### src/rtl/tff_seq_pkg.sv
// Shared definitions for the toggle-flop count sequencer: FSM state codes and
// count-direction constants.
package tff_seq_pkg;

    typedef enum logic [1:0] {
        ST_IDLE  = 2'd0,
        ST_RUN   = 2'd1,
        ST_PAUSE = 2'd2,
        ST_DONE  = 2'd3
    } state_t;

    localparam logic DIR_UP   = 1'b0;
    localparam logic DIR_DOWN = 1'b1;

endpackage

### src/rtl/tff_stage.sv
// Single T flip-flop counter stage on the shared system clock, async reset to 0.
module tff_stage (
    input  logic clk,
    input  logic rst,
    input  logic t,
    output logic q
);

    logic r_q;

    always_ff @(posedge clk or posedge rst) begin
        if (rst)
            r_q <= 1'b0;
        else if (t)
            r_q <= ~r_q;
    end

    assign q = r_q;

endmodule

### src/rtl/tff_count_sequencer.sv
// Start/stop/pause sequencer driving a bank of T flip-flop stages as an
// up/down counter with terminal-count detection and optional auto-reload.
module tff_count_sequencer
    import tff_seq_pkg::*;
#(
    parameter int WIDTH = 3
) (
    input  logic             clk,
    input  logic             rst,
    input  logic             start,
    input  logic             stop,
    input  logic             pause,
    input  logic             dir,
    input  logic             auto_reload,
    input  logic [WIDTH-1:0] limit,
    output logic [WIDTH-1:0] count,
    output logic             busy,
    output logic             done,
    output logic [1:0]       state
);

    state_t           r_state;
    logic             r_dir;
    logic             r_reload;
    logic [WIDTH-1:0] r_limit;
    logic             r_done;
    logic             r_busy;

    logic [WIDTH-1:0] w_count;
    logic [WIDTH-1:0] w_step;
    logic [WIDTH-1:0] w_next;
    logic [WIDTH-1:0] w_t;
    logic [WIDTH-1:0] w_term;
    logic [WIDTH-1:0] w_reload_val;
    logic             w_at_term;

    assign w_term       = (r_dir == DIR_DOWN) ? '0 : r_limit;
    assign w_reload_val = (r_dir == DIR_DOWN) ? r_limit : '0;
    assign w_at_term    = (w_count == w_term);

    // Toggle mask for one step: a bit flips when all lower bits are 1 (up) or 0 (down).
    always_comb begin
        logic carry;
        carry = 1'b1;
        for (int i = 0; i < WIDTH; i++) begin
            w_step[i] = carry;
            carry     = carry & ((r_dir == DIR_DOWN) ? ~w_count[i] : w_count[i]);
        end
    end

    // Target counter value; loads are realised by toggling exactly the differing bits.
    always_comb begin
        w_next = w_count;
        case (r_state)
            ST_IDLE, ST_DONE: begin
                if (stop)
                    w_next = '0;
                else if (start)
                    w_next = (dir == DIR_DOWN) ? limit : '0;
            end
            ST_RUN: begin
                if (stop)
                    w_next = '0;
                else if (w_at_term) begin
                    if (r_reload)
                        w_next = w_reload_val;
                end else if (!pause)
                    w_next = w_count ^ w_step;
            end
            ST_PAUSE: begin
                if (stop)
                    w_next = '0;
            end
            default: w_next = w_count;
        endcase
    end

    assign w_t = w_count ^ w_next;

    for (genvar i = 0; i < WIDTH; i++) begin : g_stage
        tff_stage u_stage (
            .clk (clk),
            .rst (rst),
            .t   (w_t[i]),
            .q   (w_count[i])
        );
    end

    always_ff @(posedge clk or posedge rst) begin
        if (rst) begin
            r_state  <= ST_IDLE;
            r_dir    <= 1'b0;
            r_reload <= 1'b0;
            r_limit  <= '0;
            r_done   <= 1'b0;
            r_busy   <= 1'b0;
        end else begin
            r_done <= 1'b0;
            case (r_state)
                ST_IDLE, ST_DONE: begin
                    if (stop) begin
                        r_state <= ST_IDLE;
                        r_busy  <= 1'b0;
                    end else if (start) begin
                        r_dir    <= dir;
                        r_limit  <= limit;
                        r_reload <= auto_reload;
                        r_state  <= ST_RUN;
                        r_busy   <= 1'b1;
                    end
                end
                ST_RUN: begin
                    if (stop) begin
                        r_state <= ST_IDLE;
                        r_busy  <= 1'b0;
                    end else if (w_at_term) begin
                        r_done <= 1'b1;
                        if (!r_reload) begin
                            r_state <= ST_DONE;
                            r_busy  <= 1'b0;
                        end
                    end else if (pause) begin
                        r_state <= ST_PAUSE;
                    end
                end
                ST_PAUSE: begin
                    if (stop) begin
                        r_state <= ST_IDLE;
                        r_busy  <= 1'b0;
                    end else if (!pause) begin
                        r_state <= ST_RUN;
                    end
                end
                default: begin
                    r_state <= ST_IDLE;
                    r_busy  <= 1'b0;
                end
            endcase
        end
    end

    assign count = w_count;
    assign busy  = r_busy;
    assign done  = r_done;
    assign state = r_state;

endmodule

### config.mk
export PLATFORM = sky130hd
export DESIGN_NAME = tff_count_sequencer
export DESIGN_NICKNAME = d
export VERILOG_FILES = /design/src/rtl/tff_seq_pkg.sv /design/src/rtl/tff_stage.sv /design/src/rtl/tff_count_sequencer.sv
export SDC_FILE = /design/constraint.sdc
export NUM_CORES = 1
export LEC_CHECK = 0
export ABC_CLOCK_PERIOD_IN_PS = 2000
export BUFFER_PORTS_ARGS = -buffer_cell sky130_fd_sc_hd__buf_2
export CORE_MARGIN = 2
export CORE_UTILIZATION = 54
export DETAILED_ROUTE_END_ITERATION = 12
export PLACE_DENSITY = 0.86
export SYNTH_ARGS = -nofsm -noshare
export SYNTH_HDL_FRONTEND = slang
export SYNTH_SLANG_ARGS = --single-unit
### constraint.sdc
create_clock -name clk -period 2 [get_ports clk]
set_input_delay 0.2 -clock clk [delete_from_list [all_inputs] [get_ports clk]]
set_output_delay 0.2 -clock clk [all_outputs]
set_load 0.005 [all_outputs]
==> results.cfg <==
[outcome]
status = finished, final reports clean

[logic_synthesis]
synth_top_area_share = 0.306
yosysUniqueCellTypes = 48
synth_top_cell_by_area = dfrtp_1
syn_inst = 111
ys_ff_latch = 12
synth-edff-count = 0
yosys-top-cells-area = dfrtp_1 (31%), mux2_2 (4.6%), nand2_1 (4.2%)
syn-num-nets = 123
yosys_warnings = 0
async_reset_ff_frac = 1.00
syn_area_um2 = 981
syn_avg_cell_area_um2 = 8.84
seq_area_frac_synth = 0.306
synthFlopType = dfrtp_1
yosysMostFrequentCell = dfrtp_1
synth_commonest_cells = dfrtp_1 (12), nand2_1 (11), inv_1 (6)

[timing]
relSlewSlack = 0.672
setup_violations = 0
tns_ns = 0
report.final.slew_viol_count = 0
grt_setup_unrepaired = no
worst_slew_pin_slew_ns = 0.492
hold_viol = 0
period_minus_slack_ns = 1.86
fin_crit_sh = 0.928
fmax_mhz = 539
clock_skew_ns = 0.00853

[cts]
cts_sinks = 12
cts_max_level = 1
clockBufferDepth = 2
cts_buffers = 3
clock_latency_ns = 0.28
cts_post_setup_buffers_inserted = 0
cts_root_buf = clkbuf_4
path_clk_slew_ns = 0.08
cts_tree = done

[job]
cap_violations = 0

[grt]
gr-total-overflow = 0
grt_usage = 0.244
grt_pass1_vias = 792
grt_max_degree = 13
grt_pass1_wl_mm = 3.68
grt_antenna_before_repair = 0

[critical_path]
startpoint = state[1]
required_ns = 2.15
timing.critical_path.fanout_max = 5
endpoint_kind = flop
critical_path_arrival_ns = 2.01
worstSetupPathType = flop to flop
r2r_start = state[1]
start_kind = flop

[power]
powerDensity_mw_per_mm2 = 1560
ir_drop_mv = 0.852
p_leak_uw = 0.000501

[drt]
drt-vias-per-instance = 6.01
drtIter0Drc = 36
wl_per_cell_um = 15.4
drt-pass1-iter-count = 4
vias = 926
drtAntennaViolNets = 0
drt_wl_total_mm = 2.37
post-route-drc-count = 0

[floorplan]
ioPinCount = 17
die_h_um = 46.6
core_area_mm2 = 0.00173
start_util = 0.568
die_x_um = 46.6
row_count = 15
dieArea_mm2 = 0.00217

[finish]
diodes = 0
fill_cells = 160
syn2layout_area_growth_pct = 16.7
multi_input_area_um2 = 619
regArea_um2 = 300
drive_gt1_frac = 0.326
fin_nets = 142
design_area_mm2 = 0.00114

[worst_hold_path]
hold_path.class = primary input to flop
min-delay-start = auto_reload

[place]
dp_hpwl_mm = 1.77
portBuffers = 16
place_area_mm2 = 0.00109
gp_congestion = 0.947
[critical path, stage by stage, from the launching register on]
cell,delay (ns)
dfrtp_1,0.42
ha_1,0.30
nor2b_2,0.18
o21a_1,0.25
a211o_1,0.31
a211oi_1,0.20
nor3_1,0.06
[routing by layer]
layer | wire length [um] | up-vias | track usage
met2 | 1150 | 34 | 0.381
met5 | 0 | - | 0
met1 | 1070 | 436 | 0.336
met3 | 109 | 4 | 0.0392
li1 | - | 452 | -
met4 | 45 | 0 | 0.0944
[cells in the final DEF (no fill, tap or decap), types with 2 or more instances in the layout]
master,count
a31oi_1,2
a32oi_1,2
and3_1,2
and3_2,2
buf_2,16
buf_4,6
clkbuf_4,3
dfrtp_1,12
ha_1,2
inv_1,6
mux2_2,4
mux2i_1,3
nand2_1,11
nand3_1,2
nor2_1,5
nor2b_1,4
nor3_1,4
o211ai_1,3
o21a_1,2
o21ai_0,4
o21ai_1,2
o311ai_1,2
xnor2_1,2
[path summary, 6_finish.rpt]
check,endpoint,slack [ns],cells past startpoint
max,g_stage[1].u_stage.q,0.14,6
min,r_reload,0.13,3
max reg2reg,g_stage[1].u_stage.q,0.14,6
min reg2reg,busy,0.54,2
max in group asynchronous,g_stage[0].u_stage.q,1.17,3
min in group asynchronous,g_stage[2].u_stage.q,0.49,3
[state kept, by name (all words and copies together) (netlist names)]
register	count
g_stage.u_stage.q	3
r_limit	3
state	2
busy	1
done	1
r_dir	1
r_reload	1
[area by class of cell]
class / count / share of cell area
Clock buffer: 4 / 0.0317
Tap cell: 25 / 0.0273
Timing Repair Buffer: 23 / 0.118
Sequential cell: 12 / 0.262
Inverter: 6 / 0.0197
Multi-Input combinational cell: 84 / 0.541
[cell families (layout without fill, tap and decap cells)]
kind of cell               after synthesis  after routing  synth area share
and+or+nand+nor                         40             40             0.230
AOI/OAI and AO/OA                       32             32             0.263
buffers and inverters                   15             33            0.0727
DFF                                     12             12             0.306
muxes                                    7              7            0.0765
xor gates and xnor gates                 3              3            0.0268
adders and majority gates                2              2            0.0255
[power by group]
part	leakage, uW	switching, uW	internal [uW]
Sequential	0.000154	149	342
Combinational	0.000326	584	512
Clock	0.0000210	88.0	111
Total	0.000501	821	965
[repair_timing]
action	4_1_cts	5_1_grt
resized for setup	0	2
endpoints found under the hold margin	12	0
hold buffers	1	0
setup endpoints to repair	0	2
[per-stage QoR]
stage	util	power (uW)	setup WS, ns	std cells	hold slack (ns)
after floorplan	-	1270	0.115	111	0.0647
after global placement	0.630	1510	0.184	149	0.223
after detailed placement	0.630	1550	0.109	149	0.234
after CTS	0.657	1760	0.0958	154	0.116
after global routing	0.663	1920	0.0367	154	0.126
final	0.663	1790	0.144	154	0.127
(Power assumes the default switching activity.)
